==> src/rtl/coin_acceptor.sv <==
// Coin acceptor: synchronizes and debounces three coin sensors, then buffers the coin codes in a FIFO.
// Codes are emitted one at a time to the vending FSM, with all-zero gap cycles between them.
module coin_acceptor #(
    parameter int DEBOUNCE_CYCLES = 4,
    parameter int FIFO_DEPTH      = 4,
    parameter int MIN_GAP         = 1
) (
    input  logic       clk,
    input  logic       rst,
    input  logic       coin_q,
    input  logic       coin_h,
    input  logic       coin_d,
    input  logic       accept_en,
    output logic [2:0] money,
    output logic       coin_reject,
    output logic [2:0] fifo_count,
    output logic [7:0] credit_total
);

    localparam int PTR_W = (FIFO_DEPTH > 1) ? $clog2(FIFO_DEPTH) : 1;
    localparam logic [3:0]       DB_MAX   = 4'(DEBOUNCE_CYCLES);
    localparam logic [PTR_W-1:0] PTR_LAST = PTR_W'(FIFO_DEPTH - 1);
    localparam logic [7:0]       GAP_LAST = 8'(MIN_GAP - 1);

    typedef enum logic [1:0] {
        ST_IDLE = 2'd0,
        ST_EMIT = 2'd1,
        ST_GAP  = 2'd2
    } state_t;

    logic [2:0]       raw_s;
    logic [2:0]       sync1_r;
    logic [2:0]       sync2_r;
    logic [2:0][3:0]  db_cnt_r;
    logic [2:0]       held_r;
    logic [2:0]       event_s;
    logic             jam_s;
    logic             single_s;
    logic [1:0]       code_s;
    logic [2:0]       value_s;

    logic [1:0]       mem_r [FIFO_DEPTH];
    logic [PTR_W-1:0] wr_ptr_r;
    logic [PTR_W-1:0] rd_ptr_r;
    logic [2:0]       count_r;
    logic             full_s;
    logic             nonempty_s;
    logic             enq_s;
    logic             deq_s;
    logic             reject_s;
    logic [8:0]       credit_sum_s;

    state_t           state_r;
    state_t           next_state_s;
    logic [7:0]       gap_cnt_r;
    logic             gap_last_s;
    logic [2:0]       money_next_s;

    logic [2:0]       money_r;
    logic             coin_reject_r;
    logic [7:0]       credit_r;

    // Bit 0 = quarter, bit 1 = half, bit 2 = dollar throughout.
    assign raw_s = {coin_d, coin_h, coin_q};

    // Two-flop synchronizers for the asynchronous sensor levels.
    always_ff @(posedge clk) begin
        if (rst) begin
            sync1_r <= 3'b000;
            sync2_r <= 3'b000;
        end else begin
            sync1_r <= raw_s;
            sync2_r <= sync1_r;
        end
    end

    // Saturating debounce counters; held_r blocks repeat events until the level drops.
    always_ff @(posedge clk) begin
        if (rst) begin
            db_cnt_r <= '0;
            held_r   <= 3'b000;
        end else begin
            for (int i = 0; i < 3; i++) begin
                if (sync2_r[i]) begin
                    if (db_cnt_r[i] != DB_MAX) begin
                        db_cnt_r[i] <= db_cnt_r[i] + 4'd1;
                    end else begin
                        db_cnt_r[i] <= db_cnt_r[i];
                    end
                    if (event_s[i]) begin
                        held_r[i] <= 1'b1;
                    end else begin
                        held_r[i] <= held_r[i];
                    end
                end else begin
                    db_cnt_r[i] <= 4'd0;
                    held_r[i]   <= 1'b0;
                end
            end
        end
    end

    // Event decode: one-hot events become a code and value; anything wider is a jam.
    always_comb begin
        for (int i = 0; i < 3; i++) begin
            event_s[i] = (db_cnt_r[i] == DB_MAX) && !held_r[i];
        end
        jam_s    = (event_s[0] & event_s[1]) | (event_s[0] & event_s[2]) | (event_s[1] & event_s[2]);
        single_s = (|event_s) & ~jam_s;
        case (event_s)
            3'b001: begin
                code_s  = 2'b01;
                value_s = 3'd1;
            end
            3'b010: begin
                code_s  = 2'b10;
                value_s = 3'd2;
            end
            3'b100: begin
                code_s  = 2'b11;
                value_s = 3'd4;
            end
            default: begin
                code_s  = 2'b00;
                value_s = 3'd0;
            end
        endcase
    end

    assign full_s     = (count_r == 3'(FIFO_DEPTH));
    assign nonempty_s = (count_r != 3'd0);
    assign gap_last_s = (gap_cnt_r == GAP_LAST);

    // A full FIFO still accepts a coin when the head leaves on the same edge.
    always_comb begin
        deq_s        = (next_state_s == ST_EMIT);
        enq_s        = single_s && (!full_s || deq_s);
        reject_s     = jam_s || (single_s && !enq_s);
        credit_sum_s = {1'b0, credit_r} + {6'd0, value_s};
    end

    // FIFO storage, wrapping pointers, occupancy and credit accumulation.
    always_ff @(posedge clk) begin
        if (rst) begin
            for (int i = 0; i < FIFO_DEPTH; i++) begin
                mem_r[i] <= 2'b00;
            end
            wr_ptr_r <= '0;
            rd_ptr_r <= '0;
            count_r  <= 3'd0;
            credit_r <= 8'd0;
        end else begin
            if (enq_s) begin
                mem_r[wr_ptr_r] <= code_s;
                wr_ptr_r        <= (wr_ptr_r == PTR_LAST) ? '0 : wr_ptr_r + 1'b1;
                credit_r        <= credit_sum_s[8] ? 8'd255 : credit_sum_s[7:0];
            end
            if (deq_s) begin
                rd_ptr_r <= (rd_ptr_r == PTR_LAST) ? '0 : rd_ptr_r + 1'b1;
            end
            case ({enq_s, deq_s})
                2'b10:   count_r <= count_r + 3'd1;
                2'b01:   count_r <= count_r - 3'd1;
                default: count_r <= count_r;
            endcase
        end
    end

    // Emitter state register and gap-cycle counter.
    always_ff @(posedge clk) begin
        if (rst) begin
            state_r   <= ST_IDLE;
            gap_cnt_r <= 8'd0;
        end else begin
            state_r <= next_state_s;
            if (state_r != ST_GAP) begin
                gap_cnt_r <= 8'd0;
            end else if (!gap_last_s) begin
                gap_cnt_r <= gap_cnt_r + 8'd1;
            end else begin
                gap_cnt_r <= gap_cnt_r;
            end
        end
    end

    // Emitter next state. The last gap cycle falls through the IDLE decision so
    // back-to-back codes are separated by exactly MIN_GAP zero cycles.
    always_comb begin
        next_state_s = state_r;
        case (state_r)
            ST_IDLE: begin
                if (nonempty_s && accept_en) begin
                    next_state_s = ST_EMIT;
                end else begin
                    next_state_s = ST_IDLE;
                end
            end
            ST_EMIT: begin
                next_state_s = ST_GAP;
            end
            ST_GAP: begin
                if (!gap_last_s) begin
                    next_state_s = ST_GAP;
                end else if (nonempty_s && accept_en) begin
                    next_state_s = ST_EMIT;
                end else begin
                    next_state_s = ST_IDLE;
                end
            end
            default: begin
                next_state_s = ST_IDLE;
            end
        endcase
    end

    // Emitter output: the head code is presented only on the edge entering EMIT.
    always_comb begin
        if (deq_s) begin
            money_next_s = {1'b0, mem_r[rd_ptr_r]};
        end else begin
            money_next_s = 3'b000;
        end
    end

    // Registered outputs.
    always_ff @(posedge clk) begin
        if (rst) begin
            money_r       <= 3'b000;
            coin_reject_r <= 1'b0;
        end else begin
            money_r       <= money_next_s;
            coin_reject_r <= reject_s;
        end
    end

    assign money        = money_r;
    assign coin_reject  = coin_reject_r;
    assign fifo_count   = count_r;
    assign credit_total = credit_r;

endmodule

==> config.mk <==
export PLATFORM = sky130hd
export DESIGN_NAME = coin_acceptor
export DESIGN_NICKNAME = d
export VERILOG_FILES = /design/src/rtl/coin_acceptor.sv
export SDC_FILE = /design/constraint.sdc
export NUM_CORES = 1
export LEC_CHECK = 0
export ABC_AREA = 1
export BUFFER_PORTS_ARGS = -buffer_cell sky130_fd_sc_hd__buf_2
export CAP_MARGIN = 20
export CORE_UTILIZATION = 31
export DETAILED_ROUTE_END_ITERATION = 7
export PLACE_DENSITY_LB_ADDON = 0.2
export SYNTH_ARGS = -nofsm -noshare
export SYNTH_HDL_FRONTEND = slang
export SYNTH_SLANG_ARGS = --single-unit
==> constraint.sdc <==
create_clock -name clk -period 3 [get_ports clk]
set_clock_uncertainty 0.1 [all_clocks]
set_input_delay 0.3 -clock clk [delete_from_list [all_inputs] [get_ports clk]]
set_output_delay 0.3 -clock clk [all_outputs]
set_load 0.01 [all_outputs]
* After elaboration in Yosys (flattened, before gate mapping)
Memory sizes are Yosys's and may differ from the RTL's. A register that Yosys moved wholly into a read port is not among the register bits.
Index checks and enable logic that the tools add are counted.
** Storage, ports and cells
- Logic and storage cells :: 96
- RAM bits :: 8
- Memories kept :: 1
- Flip-flop bits (word level) :: 48
** Operators by class
- Muxes and demuxes :: 17
- Eq/ne operators :: 18
- Reductions and logical operators :: 24
- Add/subtract/negate cells :: 9
- Bitwise gates (word level) :: 11
** Memory list
- mem_r :: depth 4, width 2, read ports 1, clocked after Yosys merged registers in 1, wr ports 4, RTL line 42 : logic [1:0] mem_r [FIFO_DEPTH];
** Operators by type and width (count)
- 4-bit by 1-bit adder with 4-bit output (second input constant) :: 3
- 4-bit by 3-bit equality test with 1-bit output (second input constant) :: 3
- 4-bit by 3-bit inequality test with 1-bit output (second input constant) :: 3
- 2-bit case mux with 3 select lines :: 2
- 2-bit OR reduction :: 6
- 2-bit 2-to-1 mux :: 5
- 8-bit by 3-bit adder with 9-bit output :: 1
- 3-bit case mux with 3 select lines :: 1
- 8-bit by 1-bit adder with 8-bit output (second input constant) :: 1
- 2-bit equality test (second input constant) :: 4
- 8-bit zero test :: 1
- 8-bit 2-to-1 mux :: 1
- 1-bit 2-to-1 mux :: 7
- 2-bit by 1-bit equality test with 1-bit output (second input constant) :: 3
- 3-bit equality test (second input constant) :: 2
- 1-bit logical AND :: 6
- 3-bit case mux with 2 select lines :: 1
- 1-bit zero test :: 5
- 1-bit NOT :: 5
- 2-bit by 1-bit adder with 2-bit output (second input constant) :: 2
- 1-bit AND :: 4
- 3-bit by 1-bit adder with 3-bit output (second input constant) :: 1
- 3-bit by 1-bit equality test with 1-bit output (second input constant) :: 1
- 3-bit by 2-bit equality test with 1-bit output (second input constant) :: 1
- other kinds (8) :: 10

* Logic depth before layout (Yosys ltp)
Gate-level depths: netlist of run 1.
- Word-level depth :: 13
- Depth in mapped cells :: 18

* Worst setup path after synthesis of run 1
No wires, ideal clock.
- Path type :: reg-to-reg
- From :: register db_cnt_r[8] in the netlist's numbering
- To :: register credit_r[7], in the netlist credit_total[7]
- Required time :: 2.829 ns
- Data arrival time :: 2.399 ns
- Clock period less this slack :: 2.570 ns
- Setup time :: 0.071 ns
- Cell stages (with the launch flop) :: 18
- Path buffers :: 0
- Path slack :: 0.430 ns
- Cells stage by stage :: dfxtp_1 inv_1 ha_1 nand2_2 nor2_4 nand2_2 nand3_2 inv_1 ha_1 inv_1 fa_1 nor2_1 nor2_1 nor2_1 nand2_1 nand3_1 nand3_1 a21oi_1
** Between the ends
- Longest elaborated chain between the ends :: 8
** Ends and longest elaborated chain
- from (decl) :: RTL line 34 : logic [2:0][3:0] db_cnt_r;
- from (signal, indexed assignment) :: RTL line 86 : db_cnt_r[i] <= db_cnt_r[i] + 4'd1;
- from (signal, indexed assignment) :: RTL line 88 : db_cnt_r[i] <= db_cnt_r[i];
- 4-bit by 3-bit equality test with 1-bit output (*) :: RTL line 106 : event_s[i] = (db_cnt_r[i] == DB_MAX) && !held_r[i];
- 1-bit logical AND (*) :: RTL line 106
- branches (longest 6 deep; another with 8-bit by 3-bit adder with 9-bit output)
- to (signal assigned) :: RTL line 156 : credit_r <= credit_sum_s[8] ? 8'd255 : credit_sum_s[7:0];
- to (decl) :: RTL line 61 : logic [7:0] credit_r;
Every way passes the cells marked *.
A chain may end at the register's enable or synchronous reset.

* Worst setup path in the final report of run 1
- From :: register gap_cnt_r[0]
- To :: register count_r[2], in the netlist fifo_count[2]
** Between the ends
- Longest elaborated chain between the ends :: 8
** Ends and longest elaborated chain
- from (decl) :: RTL line 55 : logic [7:0] gap_cnt_r;
- from (signal assigned) :: RTL line 179 : gap_cnt_r <= gap_cnt_r + 8'd1;
- from (signal assigned) :: RTL line 181 : gap_cnt_r <= gap_cnt_r;
- 8-bit zero test (*) :: RTL line 132 : assign gap_last_s = (gap_cnt_r == GAP_LAST);
- 2-bit 2-to-1 mux (*) :: RTL line 202 : if (!gap_last_s) begin
- 2-bit case mux with 3 select lines (*) :: RTL line 190 : case (state_r)
- 2-bit by 1-bit equality test with 1-bit output (*) :: RTL line 136 : deq_s = (next_state_s == ST_EMIT);
- 1-bit logical OR :: RTL line 137 : enq_s = single_s && (!full_s || deq_s);
- 1-bit logical AND :: RTL line 137
- 2-bit by 1-bit equality test with 1-bit output or 2-bit equality test (tied branches) :: RTL line 161 : case ({enq_s, deq_s})
- 3-bit case mux with 2 select lines or 2-bit nonzero test (tied branches)
- to (signal assigned) :: RTL line 162 : 2'b10: count_r <= count_r + 3'd1;
- to (signal assigned) :: RTL line 163 : 2'b01: count_r <= count_r - 3'd1;
- to (signal assigned) :: RTL line 164 : default: count_r <= count_r;
- to (decl) :: RTL line 45 : logic [2:0] count_r;
Mark *: on every way between the ends. The rest lies on a longest branch, timed or not.

==> impl_metrics.csv, run 1 <==
group,metric,value,unit
layout,area.sequential,1220,µm²
layout,nFillCells,908,
die,core,8810,µm²
placed_design,place_area,3050,µm²
placed_design,dp_slack,0.165,ns
sta,setup_viol,0,
setup_path,critical_path.top_delay_family,"simple AND/OR/NAND/NOR gates",
setup_path,critPathSlowestCell,"dfxtp_1",
die,die_area,9570,µm²
yosys,synth_top_area_share,34.5,%
layout,final_layout_size_suffix_gt1_share,18.0,%
run_status,violations,"DRC",
cts,cts_root_buf,"clkbuf_8",
setup_path,max_stage_delay,0.39,ns
yosys,syn_inst,347,
setup_path,worstPathArrival,2.81,ns
sta,tns,0,ns
route,post-route-drc-count,4,
layout,diodes,0,
route,drt_wl_total,5310,µm
job,maxCapViolations,0,
route,drtPass1Iterations,8,
die,start_util,32.3,%
run_status,status,"finished, violations left",
setup_path,crit_fanout,10,
route,ant_nets,0,
yosys,yosysMostFrequentCell,"inv_1",
die,row_count,34,
yosys,synth_edf_count,8,
placed_design,portBuffers,19,
setup_path,crit_buf_inv,2,
die,fp.dieH,97.8,µm
global_routing,gr-total-overflow,0,
layout,final_nets,395,
cts,clk_pin_slew,0.07,ns
layout,final_area,3230,µm²
power,peakVddDrop,0.224,mV
yosys,synthFlopType,"dfxtp_1",
placed_design,gp_congestion,0.769,
yosys,yosysTopAreaCell,"dfxtp_1",
placed_design,dp_cells,470,
power,power_density,467,nW/µm²
yosys,ys_types,37,
route,drt_iter0_drc,72,
yosys,synth.cells.most_frequent,"54 x inv_1, 49 x dfxtp_1, 41 x nand2_1",
setup_path,crit_chain,"inv_1 > ha_1 > nand2_1 > nor2_1 > nand2_2 > nand2_2 > nand2_4 > nand2_4 > nand2_2 > ha_1 > inv_1 > fa_1 > a21oi_1 > o21ai_0 > o21ai_1 > a21oi_1",
yosys,synthArstFlopShare,0,%
layout,multi_input_area,1370,µm²
sta,post-route-period-util,89.8,%
sta,fin_ws,0.307,ns
global_routing,grt_pass1_vias,2115,
cts,clock-sinks,57,
layout,syn_to_final_growth,13.5,%
setup_path,end_kind,"flop",
global_routing,grt.total_usage,12.2,%
sta,hold_viol_final,0,
die,die_x,97.8,µm
yosys,synth_area_leaders,"dfxtp_1 34%, edfxtp_1 8.4%, inv_1 7.1%",
yosys,syn_area,2850,µm²
cts,htree_levels,3,
power,power,1.51,mW
sta,rsz0062_at_grt,"false",
yosys,ys_warn_count,0,
layout,final_util,36.7,%
global_routing,grt_max_degree,20,
route,wl_per_cell,10.9,µm
placed_design,dp_hpwl,3890,µm
die,io-pin-count,21,
route,vias,2232,
sta,min_period,2.69,ns
setup_path,worstSetupPathType,"flop to flop",
yosys,avgSynthCellArea,8.20,µm²
sta,drv_slew,0,
setup_path,required,3.11,ns
sta,whs,0.0652,ns
layout,fin_cells,486,
cts,cts_buffers,9,
cts,clock_latency,0.33,ns
setup_path,cp-start-kind,"flop",
cts,cts_buffer_depth,2,
cts,cts_tree,"yes",
setup_path,crit_top_cell,"nand2_2",
global_routing,antenna_found_initial,0,
route,via_per_inst,4.59,
power,static-leakage-power,1.32,nW
sta,fmax,371,MHz
yosys,syn_nets,369,
min_path,min_path_type,"input port to flop",
yosys,synth_seq_cells,57,
yosys,synth.yosys.seq_area_share,42.9,%
global_routing,grt_pass1_wl,9290,µm
[worst min-delay path, stage by stage]
cell    delay [ns]
buf_2         0.07
inv_1         0.03
nor2_1        0.06
[flip-flops by register name, summed over array words and instances, names as in the netlist, 3 cells and up]
signal        flops
gap_cnt_r         8
mem_r             8
sync2_r           3
held_r            3
db_cnt_r         12
credit_total      8
sync1_r           3
fifo_count        3
[path summary, 6_finish.rpt]
check | start | end | slack, ns | depth (start not counted)
worst max-delay path | gap_cnt_r[0] | fifo_count[2] | 0.31 | 16
worst min-delay path | coin_d | sync1_r[2] | 0.07 | 3
worst min register to register | sync1_r[1] | sync2_r[1] | 0.30 | 2
worst max register to register | gap_cnt_r[0] | fifo_count[2] | 0.31 | 16
[where the power goes]
group          switching [mW]  internal, mW
Clock                   0.319         0.295
Combinational          0.0575        0.0294
Sequential             0.0147         0.792
[kinds of logic after synthesis]
family / Yosys count / synth area share [%]
AND/OR/NAND/NOR: 138 / 25.8
buffers and inverters: 66 / 9.32
flip-flops: 57 / 42.9
XOR/XNOR: 10 / 3.08
adder cells (fa/ha/maj): 16 / 7.56
AO/OA/AOI/OAI: 59 / 11.2
other: 1 / 0.132
[per-layer routing]
layer	wire [µm]	global-route usage [%]
met1	2570	15.2
met2	2450	19.4
met3	217	3.72
met4	77	5.59
met5	0	0
[cell type report]
class	instances	area share, %
clock inverter	7	1.47
timing repair buffer	20	3.17
sequential	57	37.8
inverter	61	7.12
tap	108	4.18
multi-input combinational	224	42.4
clock buffer	9	3.83
[what timing repair did]
action                                  in CTS  in global routing
endpoints found under the setup margin       0                  7
resized for setup                            0                  4
setup buffers                                0                  0
hold buffers                                 0                  0
[cells in the final DEF, fill, tap and decap left out, types with 5 or more instances in the layout]
cell       n
ha_1      14
xor2_1     5
clkbuf_8   9
inv_1     54
nor3_1    13
nand2_1   40
nand3_1   23
edfxtp_1   8
nand2_2    7
o21ai_0   18
dfxtp_1   48
nor2_1    35
inv_2      6
o21ai_1    9
xnor2_1    5
a21oi_1   26
buf_2     19
No activity file was read; power rests on OpenSTA's default activity.
==> run 2, diff against run 1 <==
--- a/config.mk
+++ b/config.mk
@@ -5,9 +5,9 @@
 export SDC_FILE = /design/constraint.sdc
 export NUM_CORES = 1
 export LEC_CHECK = 0
-export ABC_AREA = 1
 export BUFFER_PORTS_ARGS = -buffer_cell sky130_fd_sc_hd__buf_2
 export CAP_MARGIN = 20
+export CORE_MARGIN = 2
 export CORE_UTILIZATION = 31
 export DETAILED_ROUTE_END_ITERATION = 7
 export PLACE_DENSITY_LB_ADDON = 0.2
==> impl_metrics.csv, run 2 <==
group,metric,value,unit
sta,setup_viol,0,
route,drtPass1Iterations,4,
layout,final_cell_mix,"49 x dfxtp_1, 36 x nor2_1, 22 x inv_1",
yosys,synth.yosys.seq_area_share,43.8,%
setup_path,crit_buf_inv,4,
layout,final_layout_size_suffix_gt1_share,22.1,%
yosys,synth.cells.most_frequent,"49 x dfxtp_1, 36 x nor2_1, 22 x inv_1",
setup_path,required,3.17,ns
sta,drv_slew,0,
run_status,status,"finished clean",
setup_path,reg2reg_from,"db_cnt_r[9]",
sta,whs,0.0636,ns
yosys,ys_types,57,
power,power_density,454,nW/µm²
power,peakVddDrop,0.248,mV
min_path,worstHoldStart,"coin_d",
cts,clock-sinks,57,
die,fp.dieH,98.9,µm
route,drt_iter0_drc,71,
setup_path,cp-endpoint,"fifo_count[2]",
yosys,yosysTopAreaCell,"dfxtp_1",
route,wl_per_cell,12.3,µm
sta,fmax,356,MHz
sta,slew-limit-headroom,63.6,%
setup_path,ff2ff_path_depth,14,
placed_design,dp_slack,0.114,ns
global_routing,gr-total-overflow,0,
layout,final_area,3280,µm²
route,ant_nets,0,
yosys,synthArstFlopShare,0,%
sta,hold_viol_final,0,
cts,cts_buffers,9,
yosys,syn_nets,309,
min_path,min_path_type,"input port to flop",
global_routing,antenna_found_initial,0,
yosys,avgSynthCellArea,9.72,µm²
die,row_count,34,
sta,post-route-period-util,93.5,%
yosys,ys_warn_count,0,
die,die_x,98.9,µm
cts,cts_tree,"yes",
die,start_util,32.0,%
job,maxCapViolations,0,
route,drt_wl_total,5360,µm
yosys,synth_seq_cells,57,
global_routing,grt.total_usage,12.0,%
global_routing,grt_max_degree,27,
yosys,synth_area_leaders,"dfxtp_1 35%, edfxtp_1 8.6%, ha_1 6.3%",
setup_path,reg2reg_to,"fifo_count[2]",
placed_design,portBuffers,19,
layout,syn_to_final_growth,17.7,%
setup_path,rrSetupSlack,0.19,ns
layout,final_common_cell,"dfxtp_1",
yosys,synth_edf_count,8,
cts,clk_pin_slew,0.07,ns
placed_design,dp_hpwl,3810,µm
power,static-leakage-power,1.24,nW
sta,min_period,2.81,ns
layout,diodes,0,
global_routing,grt_pass1_wl,9220,µm
route,via_per_inst,4.71,
setup_path,cp.depth,14,
yosys,synth_top_area_share,35.2,%
setup_path,crit_fanout,5,
setup_path,critPathLaunch,"db_cnt_r[9]",
cts,cts_buffer_depth,2,
die,io-pin-count,21,
setup_path,critical_path.top_delay_family,"adder cells",
layout,final_util,37.6,%
yosys,syn_area,2790,µm²
placed_design,gp_congestion,0.745,
power,power,1.49,mW
die,core,8720,µm²
yosys,yosysMostFrequentCell,"dfxtp_1",
layout,largest_register,"db_cnt_r",
layout,nFillCells,868,
placed_design,place_area,3040,µm²
global_routing,grt_pass1_vias,1950,
setup_path,cp-start-kind,"flop",
setup_path,critPathSlowestCell,"fa_1",
setup_path,crit_chain,"inv_1 > ha_1 > nor4bb_1 > buf_4 > o21a_1 > a21o_4 > nor2_8 > inv_2 > ha_1 > inv_1 > fa_1 > xor2_1 > or3_1 > a21oi_1",
setup_path,worstSetupPathType,"flop to flop",
route,vias,2043,
setup_path,end_kind,"flop",
cts,cts_root_buf,"clkbuf_8",
setup_path,max_stage_delay,0.37,ns
cts,clock_latency,0.34,ns
route,post-route-drc-count,0,
cts,htree_levels,3,
die,die_area,9770,µm²
setup_path,worstPathArrival,2.98,ns
cts,ctsHoldBuffers,0,
yosys,synthFlopType,"dfxtp_1",
layout,largest_reg_flops,12,
sta,fin_ws,0.195,ns
sta,worstMarginPinSlew,0.546,ns
yosys,syn_inst,287,
layout,final_nets,343,
==> run 2: per-layer routing <==
metal	up-vias	global-route usage (%)	routed length, µm
met4	0	5.69	100
met5	-	0	0
met2	30	18.9	2500
met1	946	14.3	2530
met3	9	4.47	230
li1	1058	-	-
==> run 2: layout make-up <==
cell class              count  area [µm²]  area share, %
clock inverters             5        36.3           1.11
flip-flops and latches     57        1220           37.2
repair buffers             31         185           5.64
inverters                  23        86.3           2.63
clock buffers              11         153           4.65
multi-input cells         199        1470           44.7
well taps                 108         135           4.12
==> run 2: what timing repair did <==
action                                  CTS  global route
buffers inserted                          0             3
resized for setup                         0            10
endpoints found under the setup margin    0             8
==> run 2: worst min path at each step <==
stage                       to  cells after the start
global route        sync1_r[1]                      2
CTS                 sync1_r[2]                      2
floorplan           sync2_r[0]                      1
global placement    sync2_r[0]                      1
finish              sync1_r[2]                      2
detailed placement  sync2_r[0]                      1
==> run 2: power breakdown <==
group | switching (mW) | internal [mW] | total (mW)
Sequential | 0.00255 | 0.781 | 0.784
Clock | 0.327 | 0.353 | 0.680
Combinational | 0.0171 | 0.00935 | 0.0265
Total | 0.347 | 1.14 | 1.49
==> run 2: cell families (layout without fill, tap and decap cells) <==
group                    Yosys count  count (layout)  synth area share (%)
AO/OA/AOI/OAI                     47              47                  11.6
XOR/XNOR                          22              22                  7.18
adder cells (fa/ha/maj)           17              17                  8.08
buffers and inverters             31              70                  4.85
flip-flops                        57              57                  43.8
multiplexers                       5               5                  2.74
other                              1               1                 0.134
AND/OR/NAND/NOR                  107             107                  21.7
==> run 2: stage by stage <==
step	cells	setup TNS (ns)
after global routing	434	-0.00870
after floorplan	287	0
final	434	0
after detailed placement	415	0
after CTS	431	0
after global placement	415	0
==> run 2: worst register-to-register path, cell delays in order (launching register included) <==
cell and delay [ns]:
dfxtp_1 0.33, inv_1 0.07, ha_1 0.16, nor4bb_1 0.28
buf_4 0.17, o21a_1 0.17, a21o_4 0.16, nor2_8 0.04
inv_2 0.05, ha_1 0.17, inv_1 0.06, fa_1 0.37
xor2_1 0.16, or3_1 0.32, a21oi_1 0.14
==> run 3, diff against run 2 <==
--- a/config.mk
+++ b/config.mk
@@ -5,7 +5,7 @@
 export SDC_FILE = /design/constraint.sdc
 export NUM_CORES = 1
 export LEC_CHECK = 0
-export BUFFER_PORTS_ARGS = -buffer_cell sky130_fd_sc_hd__buf_2
+export BUFFER_PORTS_ARGS = -buffer_cell sky130_fd_sc_hd__buf_4
 export CAP_MARGIN = 20
 export CORE_MARGIN = 2
 export CORE_UTILIZATION = 31
==> impl_metrics.csv, run 3 (synthesis results as in run 2) <==
group,metric,value,unit
cts,clock-sinks,57,
min_path,hold_end,"sync1_r[0]",
power,static-leakage-power,1.25,nW
die,fp.dieH,98.9,µm
sta,rsz0062_at_grt,"false",
cts,clock_latency,0.33,ns
sta,min_period,2.79,ns
min_path,worstHoldStart,"coin_q",
layout,syn_to_final_growth,19.8,%
placed_design,gp_congestion,0.717,
route,wl_per_cell,12.4,µm
route,post-route-drc-count,0,
layout,final_layout_size_suffix_gt1_share,21.8,%
sta,tns,0,ns
die,io-pin-count,21,
power,sequentialPowerShare,50.4,%
power,power.share.combinational,1.8,%
sta,fmax,359,MHz
layout,final_common_cell,"dfxtp_1",
placed_design,place_area,3090,µm²
power,p_clk_share,47.7,%
setup_path,critical_path.top_delay_family,"adder cells",
min_path,hold_path_depth,2,
route,via_per_inst,4.77,
setup_path,worstSetupPathType,"flop to flop",
global_routing,grt.total_usage,11.7,%
cts,cts_root_buf,"clkbuf_8",
placed_design,portBuffers,19,
setup_path,required,3.16,ns
setup_path,crit_fanout,6,
route,drtPass1Iterations,4,
setup_path,max_stage_delay,0.38,ns
setup_path,cp-start-kind,"flop",
die,start_util,32.0,%
sta,post-route-period-util,92.9,%
cts,cts_tree,"yes",
setup_path,crit_buf_inv,3,
setup_path,end_kind,"flop",
power,peakVddDrop,0.265,mV
die,die_area,9770,µm²
route,drt_iter0_drc,48,
power,p_sw,0.333,mW
layout,final_area,3340,µm²
layout,nFillCells,861,
run_status,status,"finished clean",
die,die_x,98.9,µm
cts,cts_buffers,9,
setup_path,crit_chain,"inv_1 > ha_1 > and4bb_1 > xnor2_2 > a21o_4 > nor2_8 > inv_2 > ha_1 > inv_1 > fa_1 > xor2_1 > or3_1 > a21oi_1",
sta,setup_viol,0,
cts,htree_levels,3,
setup_path,rrSetupSlack,0.21,ns
layout,final_cell_mix,"49 x dfxtp_1, 36 x nor2_1, 30 x buf_4",
power,switching_share,21.4,%
power,power,1.56,mW
layout,area.sequential,1220,µm²
placed_design,dp_hpwl,3810,µm
setup_path,reg2reg_to,"fifo_count[2]",
setup_path,ff2ff_path_depth,13,
global_routing,gr-total-overflow,0,
power,power_density,465,nW/µm²
die,core,8720,µm²
cts,clk_pin_slew,0.07,ns
route,vias,2064,
global_routing,grt_pass1_vias,1945,
min_path,min_path_type,"input port to flop",
sta,drv_slew,0,
setup_path,reg2reg_from,"db_cnt_r[4]",
setup_path,critPathSlowestCell,"dfxtp_1",
global_routing,antenna_found_initial,0,
job,maxCapViolations,0,
power,intPower,1.22,mW
layout,largest_register,"db_cnt_r",
cts,cts_buffer_depth,2,
global_routing,grt_pass1_wl,9210,µm
setup_path,worstPathArrival,2.95,ns
route,ant_nets,0,
layout,multi_input_area,1470,µm²
die,row_count,34,
route,drt_wl_total,5370,µm
layout,diodes,0,
layout,final_nets,342,
global_routing,grt_max_degree,27,
sta,hold_viol_final,0,
layout,largest_reg_flops,12,
## run 3: cell count changes in the layout (fill, tap and decap cells not counted), sizes merged
cell | before | now
clkinv | 2 | 3
buf | 31 | 30
inv | 25 | 23
bufinv | 0 | 1
## run 3: power groups by stage
stage	Clock, mW	Combinational (mW)	Sequential, mW
final	0.742	0.0286	0.784
after global routing	0.798	0.0324	0.785
after CTS	0.770	0.0287	0.784
after detailed placement	0	0.0286	0.802
after global placement	0	0.0283	0.801
after floorplan	0	0.0195	0.801
## run 3: final cells by class
class | instances | area share [%]
clock buffer | 11 | 4.57
tap | 108 | 4.04
inverter | 23 | 2.58
multi-input combinational | 199 | 44.0
sequential | 57 | 36.5
clock inverter | 5 | 1.57
timing repair buffer | 30 | 6.74
## run 3: per-stage QoR
step / worst slack (ns) / util, % / hold WS [ns] / instances
after floorplan: 0.201 / - / 0.314 / 287
after global placement: 0.149 / 35.4 / 0.318 / 415
after detailed placement: 0.0926 / 35.4 / 0.328 / 415
after CTS: 0.0803 / 37.7 / 0.0724 / 431
after global routing: 0.00148 / 38.3 / 0.102 / 433
final: 0.213 / 38.3 / 0.0844 / 433
## run 3: layer usage
metal,GRT usage [%],part of all wire (%),vias to the layer above
li1,-,-,1054
met1,15.2,47,969
met2,18.2,46,31
met3,3.19,4.3,10
met4,5.06,1.8,0
met5,0,0,-
## run 3: how the worst max path moves through the flow
stage	slack [ns]	cells past startpoint	startpoint	endpoint
floorplan	0.20	14	db_cnt_r[8]	fifo_count[2]
global placement	0.15	14	db_cnt_r[9]	fifo_count[2]
detailed placement	0.09	14	db_cnt_r[0]	credit_total[5]
CTS	0.08	14	db_cnt_r[9]	fifo_count[2]
global route	0.001	13	db_cnt_r[4]	fifo_count[2]
finish	0.21	13	db_cnt_r[4]	fifo_count[2]
## run 3: timing repair
item | CTS | global route
setup endpoints to repair | 0 | 8
resized for setup | 0 | 10
hold buffers | 0 | 0
buffers inserted | 0 | 2
